### src/rtl/spart_tx.sv
// spart_tx: transmit half of the SPART. 8N1 serializer with a holding
// register in front of the shift register, paced by the shared
// oversampling baud tick. tbr reports the holding register empty.
module spart_tx #(
  parameter int unsigned OVERSAMPLE = 16,
  parameter int unsigned STOP_BITS  = 1,
  parameter logic [1:0]  TX_ADDR    = 2'b00
) (
  input  logic       rx_clk,
  input  logic       rst,
  input  logic       tx_enable,
  input  logic       iocs,
  input  logic       iorw,
  input  logic [1:0] ioaddr,
  input  logic [7:0] tx_data_in,
  output logic       txd,
  output logic       tbr,
  output logic       tx_busy,
  output logic       tx_ovr
);

  localparam int unsigned TICK_W    = $clog2(OVERSAMPLE);
  localparam int unsigned BIT_W     = 3;
  localparam int unsigned DATA_W    = 8;
  localparam logic [TICK_W-1:0] TICK_LAST = TICK_W'(OVERSAMPLE - 1);
  localparam logic [BIT_W-1:0]  DATA_LAST = BIT_W'(DATA_W - 1);
  localparam logic [BIT_W-1:0]  STOP_LAST = BIT_W'(STOP_BITS - 1);

  typedef enum logic [1:0] {
    IDLE  = 2'd0,
    START = 2'd1,
    DATA  = 2'd2,
    STOP  = 2'd3
  } state_e;

  state_e              state_q, state_d;
  logic [TICK_W-1:0]   tick_q, tick_d;
  logic [BIT_W-1:0]    bit_q, bit_d;
  logic [DATA_W-1:0]   shift_q, shift_d;
  logic [DATA_W-1:0]   hold_q, hold_d;
  logic                tbr_q, tbr_d;
  logic                ovr_q, ovr_d;
  logic                txd_q, txd_d;
  logic                busy_q, busy_d;

  logic                wr_sel;
  logic                bit_end;
  logic                load;

  // Bus write decode and end-of-bit detection
  always_comb begin
    wr_sel  = iocs & ~iorw & (ioaddr == TX_ADDR);
    bit_end = tx_enable & (tick_q == TICK_LAST);
  end

  // Next-state: framing FSM, tick/bit counters, holding register and status
  always_comb begin
    state_d = state_q;
    tick_d  = tick_q;
    bit_d   = bit_q;
    shift_d = shift_q;
    hold_d  = hold_q;
    tbr_d   = tbr_q;
    ovr_d   = ovr_q;
    load    = 1'b0;

    if (tx_enable) begin
      tick_d = tick_q + TICK_W'(1);
    end

    case (state_q)
      IDLE: begin
        tick_d = '0;
        if (!tbr_q) begin
          load = 1'b1;
        end
      end
      START: begin
        if (bit_end) begin
          state_d = DATA;
          tick_d  = '0;
          bit_d   = '0;
        end
      end
      DATA: begin
        if (bit_end) begin
          shift_d = shift_q >> 1;
          tick_d  = '0;
          if (bit_q == DATA_LAST) begin
            state_d = STOP;
            bit_d   = '0;
          end else begin
            bit_d = bit_q + BIT_W'(1);
          end
        end
      end
      STOP: begin
        if (bit_end) begin
          tick_d = '0;
          if (bit_q == STOP_LAST) begin
            bit_d = '0;
            if (!tbr_q) begin
              load = 1'b1;
            end else begin
              state_d = IDLE;
            end
          end else begin
            bit_d = bit_q + BIT_W'(1);
          end
        end
      end
      default: begin
        state_d = IDLE;
        tick_d  = '0;
        bit_d   = '0;
      end
    endcase

    // Hold -> shift transfer starts a new frame with no idle gap
    if (load) begin
      shift_d = hold_q;
      tbr_d   = 1'b1;
      state_d = START;
      tick_d  = '0;
      bit_d   = '0;
    end

    // A transfer needs tbr=0, so a write in that cycle is always an overrun
    if (wr_sel) begin
      if (tbr_q) begin
        hold_d = tx_data_in;
        tbr_d  = 1'b0;
      end else begin
        ovr_d = 1'b1;
      end
    end
  end

  // Registered outputs derived from the next state
  always_comb begin
    busy_d = (state_d != IDLE);
    case (state_d)
      START:   txd_d = 1'b0;
      DATA:    txd_d = shift_d[0];
      default: txd_d = 1'b1;
    endcase
  end

  // State and output registers
  always_ff @(posedge rx_clk or posedge rst) begin
    if (rst) begin
      state_q <= IDLE;
      tick_q  <= '0;
      bit_q   <= '0;
      shift_q <= '0;
      hold_q  <= '0;
      tbr_q   <= 1'b1;
      ovr_q   <= 1'b0;
      txd_q   <= 1'b1;
      busy_q  <= 1'b0;
    end else begin
      state_q <= state_d;
      tick_q  <= tick_d;
      bit_q   <= bit_d;
      shift_q <= shift_d;
      hold_q  <= hold_d;
      tbr_q   <= tbr_d;
      ovr_q   <= ovr_d;
      txd_q   <= txd_d;
      busy_q  <= busy_d;
    end
  end

  assign txd     = txd_q;
  assign tbr     = tbr_q;
  assign tx_busy = busy_q;
  assign tx_ovr  = ovr_q;

endmodule

### config.mk
export PLATFORM = sky130hd
export DESIGN_NAME = spart_tx
export DESIGN_NICKNAME = d
export VERILOG_FILES = /design/src/rtl/spart_tx.sv
export SDC_FILE = /design/constraint.sdc
export NUM_CORES = 1
export LEC_CHECK = 0
export CAP_MARGIN = 20
export CORE_MARGIN = 3
export CORE_UTILIZATION = 45
export CTS_CLUSTER_SIZE = 28
export DETAILED_ROUTE_END_ITERATION = 10
export PLACE_DENSITY = 0.8
export SLEW_MARGIN = 20
export SYNTH_ARGS = -nofsm -noshare
export SYNTH_HDL_FRONTEND = slang
export SYNTH_SLANG_ARGS = --single-unit
export TNS_END_PERCENT = 20
### constraint.sdc
create_clock -name rx_clk -period 1.7 [get_ports rx_clk]
set_input_delay 0.17 -clock rx_clk [delete_from_list [all_inputs] [get_ports rx_clk]]
set_output_delay 0.17 -clock rx_clk [all_outputs]
set_load 0.01 [all_outputs]
# Yosys cells after proc, flatten, opt, wreduce, memory -nomap -nowiden
# Cells that the tools add are included.
# totals
register_bits,29
latchBits,0
mem_bits_rw,0
romBits,0
out_inout_bits,4
wordCells,70
mem_count,0
# classes
n_addsub,2
n_mul,0
div,0
magnitude_cmp,0
n_eq_ne,11
shifts,0
n_mux,30
n_bitwise,5
reduce_logical,12
# op_table
op,n
2-to-1 mux 8 bit,3
2-to-1 mux 3 bit,6
2-to-1 mux 2 bit,7
2-to-1 mux 4 bit,3
"inequality test 3 bit, second input constant",3
case mux 3 bit (3 select lines),1
case mux 4 bit (2 select lines),1
"equality test 2 bit, second input constant",3
2-to-1 mux 1 bit,6
case mux 2 bit (3 select lines),1
AND reduction 2 bit,3
nonzero test 2 bit,3
"adder 4 x 1 -> 4 bit, second input constant",1
"equality test 2 x 1 -> 1 bit, second input constant",2
"equality test 4 bit, second input constant",1
zero test 2 bit,2
"inequality test 4 x 1 -> 1 bit, second input constant",1
case mux 1 bit (2 select lines),2
AND reduction 4 bit,1
nonzero test 4 bit,1
"adder 3 x 1 -> 3 bit, second input constant",1
AND 1 bit,3
"equality test 3 bit, second input constant",1
zero test 3 bit,1
other kinds (2),3

# Depth between registers and ports, before layout
# logic_depth
ltp_word,7
mapped_depth,8
ltp_nobuf,7

# Worst setup path after synthesis
# OpenSTA, ideal clock, no wires.
# synth_timing
path_kind,reg2reg
start,register tick_q[0]
end,register shift_q[0]
setup_ns,0.125
t_arrival_ns,1.671
t_required_ns,1.575
path_slack_ns,-0.096
path_stages_with_launch,7
path_buffers,1
synth_period_minus_slack_ns,1.796
path_cell_list,dfrtp_1 ha_1 and4_1 buf_6 nand2_2 mux2_2 mux2_2
# synth_between
elab_chain_len,5
elab_cells_between_ends,7
classes_between,eq/ne: 1; mux: 5; bitwise: 1
# synth_rtl
item,line,text
from (decl),37,"logic [TICK_W-1:0] tick_q, tick_d;"
from (signal assigned),163,tick_q <= tick_d;
equality test 4 bit *,53,bit_end = tx_enable & (tick_q == TICK_LAST);
AND 1 bit *,53,
2-to-1 mux 1 bit / 2-to-1 mux 8 bit (equally long branches),"98, 86",
case mux 1 bit (2 select lines) / 2-to-1 mux 8 bit (equally long branches),71,case (state_q)
2-to-1 mux 8 bit *,120,if (load) begin
named net shift_d[0],39,"logic [DATA_W-1:0] shift_q, shift_d;"
to (signal assigned),165,shift_q <= shift_d;
to (decl),39,
# The timed path passes the listed nets; every way through them passes the cells marked *. The select of a mux whose other input is x is not followed.
# A chain may end at the register's enable or synchronous reset.

# Final worst setup path
# layout_timing
start,register bit_q[0]
end,"register busy_q, in the netlist tx_busy"
# layout_between
elab_chain_len,6
elab_cells_between_ends,12
classes_between,eq/ne: 1; mux: 9; reduce/logical: 2
# layout_rtl
item,line,text
from (decl),38,"logic [BIT_W-1:0] bit_q, bit_d;"
from (signal assigned),164,bit_q <= bit_d;
equality test 3 bit / zero test 3 bit (equally long branches),"89, 100",
2-to-1 mux 2 bit (tied with other cells),89,if (bit_q == DATA_LAST) begin
2-to-1 mux 2 bit (tied with other cells),86,if (bit_end) begin
case mux 2 bit (3 select lines) / case mux 1 bit (2 select lines) (equally long branches),71,
2-to-1 mux 2 bit *,120,
named net state_d[0],36,"state_e state_q, state_d;"
nonzero test 2 bit *,141,busy_d = (state_d != IDLE);
named net busy_d,44,"logic busy_q, busy_d;"
to (signal assigned),170,busy_q <= busy_d;
to (decl),44,
# The timed path passes the listed nets; every way through them passes the cells marked *.

==> results.env <==
FILLERS=256
TIMING.HOLD.WORST.CLASS='in -> async'
NUMBER_OF_ENABLE_TYPE_REGISTER_CELLS_IN_THE_SYNTHESIZED_NETLIST=0
SLEW_HEADROOM_PCT=70.68
CPMAXSTAGEDELAYCELL='dfrtp_1'
CELL_INTERNAL_PWR_uW=1815
SLEW_VIOLATIONS=0
WORST_PATH_LARGEST_CELL_DELAY_PS=410
DIE_W_UM=63.23
SYNTH-SEQ-CELLS=29
PORTS_PLACED_ON_THE_BOUNDARY=19
TIMING_WORST_SLEW_PIN_VALUE_PS=438.5
DESIGN_POWER_TOTAL_uW=2831
NUMPORTBUFFERS=18
FIN_WS_PS=-101.7
WHS_PS=91.06
R2R_SLACK_PS=-100
DRIVE_GT1_SHARE_PCT=37.29
SYN_AREA_PER_CELL_UM2=11.34
FAILED_CHECKS='negative setup slack'
GRTUSAGETOTAL_PCT=17.08
MET3WIRELENGTH_UM=166
SW_FRAC_OF_TOTAL_PCT=35.88
WIRE_LENGTH_PER_CELL_UM=13.55
DIE-AREA_UM2=3998
INITIAL_UTILIZATION_PCT=47.89
LAYOUT.CELLS.MOST_COMMON_LIST='dfrtp_1 (27), buf_4 (24), clkdlybuf4s50_1 (17)'
ROUTED_VIA_DENSITY=5.181
CLOCKBUFFERDEPTH=2
FINALCRITPERIODSHARE_PCT=106.0
SYNTH_ASYNC_SR_FLOP_SHARE_PCT=100.0
POST-DP-HPWL_UM=2231
LAYOUT_COMMONEST_CELL='dfrtp_1'
ROUTED_WIRE_LENGTH_ON_MET2_UM=1530
POWER.IR.VDD_WORST_V=0.0007508
SHARE_CLK_OF_TOTAL_POWER_PCT=16.3
HTREEDEPTH=2
MAIN_FLOP_TYPE_AFTER_SYNTHESIS='dfrtp_1'
DIODE_COUNT=0
MULTIINPUTGATEAREA_UM2=768.2
GRT_ANTENNA_BEFORE_REPAIR=0
TRITONCTS.NUM_BUFFERS=5
P_SWITCHING_uW=1016
CORE-AREA_UM2=3078
GRT.OVERFLOW.TOTAL=0
SEQ_POWER_SHARE_PCT=38.6
MAPPEDNETLISTNETS=154
WORST-PATH-MAX-FANOUT=3
ROWS=20
FINAL_UTIL_PCT=66.14
TOTAL_NUMBER_OF_VIAS=1145
DPL_CELL_AREA_UM2=1853
FINAL_DESIGN_AREA_NO_FILL_UM2=2036
FMAXACHIEVABLE_MHz=555.0
FIN_WORST_SKEW_PS=7.592
FIRST_GLOBAL_VIAS=1229
CRITPATHKIND='reg -> reg'
LAYOUT.NETS=200
CP-END-KIND='flop'
LEAKAGE_uW=0.0009409
PIN_COUNT_OF_THE_BIGGEST_NET_ENTERING_GLOBAL_ROUTING=17
NUMBER_OF_VIOLATIONS_OF_THE_MAX_CAPACITANCE_LIMIT=0
SEQCELLAREA_UM2=728.2
CP_NUM_BUF_INV=1
MAXUSEDROUTINGLAYER='met4'
HOLD_VIOL_FINAL=0
WL_MET1_UM=1246
OUTCOME='complete, but fails checks'
REMAINING_DRC_ERRORS=0
AREA_GROWTH_SYNTH_TO_FINISH_PCT=38.12
CLK_TRANSITION_REPORTED_PATHS_PS=100
SYNTH.CELL_AREA_UM2=1474
SETUP_VIOLATIONS=3
SEQ_AREA_FRAC_SYNTH_PCT=49.41
CTS.SINK_COUNT=29
GP_ROUTABILITY_CONGESTION=0.8735
DIE_H_UM=63.23
GRT_PASS1_WL_UM=5430
PLACED_CELLS_INCL_TAPS=208
DRT_FIRST_PASS_ITERS=4
INITIALDRTVIOLATIONCOUNT=47
POSTROUTEWIRELENGTH_UM=2994
CP_DATA_ARRIVAL_TIME_PS=2030
NETLIST_INSTANCES=130
DRTANTENNAVIOLNETS=0
CLOCK_INSERTION_DELAY_WORST_SKEW_PS=340
GRT_SETUP_UNREPAIRED='yes'
TRITONCTS='yes'
WORST_SETUP_PATH_START_KIND='flop'
CRITICAL-PATH-TOP-DELAY-FAMILY='compound AO/OA/AOI/OAI gates'
WORST_ENDPOINT_REQUIRED_TIME_PS=1930
P_COMB_SHARE_PCT=45.1
CRITICAL_PATH_CELL_LIST='inv_2 > ha_2 > and2b_2 > nand3_4 > a221o_1 > a21o_1 > or2_1'
POWER_PER_CELL_AREA_nW_PER_UM2=1391
FINAL.MIN_CLOCK_PERIOD_PS=1802
SYNTH.LIB_CELLS_USED.DISTINCT=40
COUNT_OF_WARNINGS_EMITTED_BY_YOSYS=0
CLOCK_TREE.ROOT_CELL='clkbuf_4'
FINISH.CELL_COUNT_WITHOUT_FILLERS=221
-- synth_stat cells, types with 2 or more instances --
library cell	count	area, µm²
mux2i_1	8	80.08
mux2_2	10	112.6
o21a_1	2	15.01
dfstp_2	2	52.55
nor2_1	3	11.26
nor3_1	2	10.01
o22ai_1	2	12.51
nand2_1	13	48.80
dfrtp_1	27	675.7
xor2_1	2	17.52
ha_1	9	112.6
nand4_1	2	12.51
o21ai_0	6	30.03
nor4_1	2	12.51
a211oi_1	2	15.01
a21o_1	2	15.01
buf_2	3	15.01
a21oi_1	3	15.01
inv_1	9	33.78
-- layer usage --
layer  vias up  track usage [%]
li1        553                -
met1       558            19.13
met2        26            30.43
met3         8            4.456
met4         0            7.278
met5         -                0
-- state kept, by name (all words and copies together), names as in the netlist --
| signal | cells |
|---|---|
| tx_ovr | 1 |
| txd | 1 |
| bit_q | 3 |
| state_q | 2 |
| tx_busy | 1 |
| shift_q | 8 |
| tbr | 1 |
| hold_q | 8 |
| tick_q | 4 |
-- worst register-to-register path, stage by stage, from the launching register on --
cell     delay, ps
dfrtp_1        410
inv_2           70
ha_2           170
and2b_2        220
nand3_4         90
a221o_1        340
a21o_1         190
or2_1          200
-- final timing paths --
kind,startpoint,end,cells after the start
worst min register to register,tx_ovr$_DFFE_PP0P_,tx_ovr$_DFFE_PP0P_,1
max in group asynchronous,rst,tbr$_DFF_PP1_,3
worst max-delay path,bit_q[0]$_DFFE_PP0P_,tx_busy$_DFF_PP0_,7
min in group rx_clk,tx_data_in[4],hold_q[4]$_DFFE_PP0P_,2
worst max register to register,bit_q[0]$_DFFE_PP0P_,tx_busy$_DFF_PP0_,7
worst min-delay path,rst,state_q[1]$_DFF_PP0_,2
-- logic make-up (layout without fill, tap and decap cells) --
family / after synthesis / after routing / share of synthesized area, %
AND/OR/NAND/NOR: 31 / 31 / 11.55
flip-flops: 29 / 29 / 49.41
AO/OA/AOI/OAI: 25 / 25 / 11.97
multiplexers: 18 / 18 / 13.07
buffers and inverters: 15 / 62 / 4.583
adder cells (fa/ha/maj): 9 / 9 / 7.640
XOR/XNOR: 3 / 3 / 1.783
-- cell type report --
| type | instances | area share (%) |
|---|---|---|
| clock buffer | 6 | 2.520 |
| timing repair buffer | 44 | 18.75 |
| clock inverter | 2 | 0.6761 |
| multi-input combinational | 86 | 37.74 |
| inverter | 10 | 1.844 |
| sequential | 29 | 35.77 |
| tap | 44 | 2.704 |
-- power groups by stage --
stage               Combinational [µW]  Sequential [µW]  Clock (µW)
floorplan                          701             1100           0
global placement                  1060             1100           0
detailed placement                1110             1110           0
CTS                               1190             1090         478
global route                      1410             1130         512
finish                            1280             1090         462
-- repair_timing --
| item | in CTS | in global routing |
|---|---|---|
| hold buffers | 0 | 0 |
| setup buffers | 5 | 0 |
| resized for setup | 10 | 15 |
| endpoints found under the setup margin | 16 | 12 |
| pin swaps | 6 | 1 |
-- stage by stage --
| step | setup TNS (ps) | setup slack (ps) |
|---|---|---|
| after CTS | -74.74 | -74.74 |
| after floorplan | -86.30 | -52.25 |
| after detailed placement | -2549 | -280.7 |
| after global placement | -2057 | -248.2 |
| final | -147.8 | -101.7 |
| after global routing | -836.8 | -170.8 |
No activity file was read; power rests on OpenSTA's default activity.
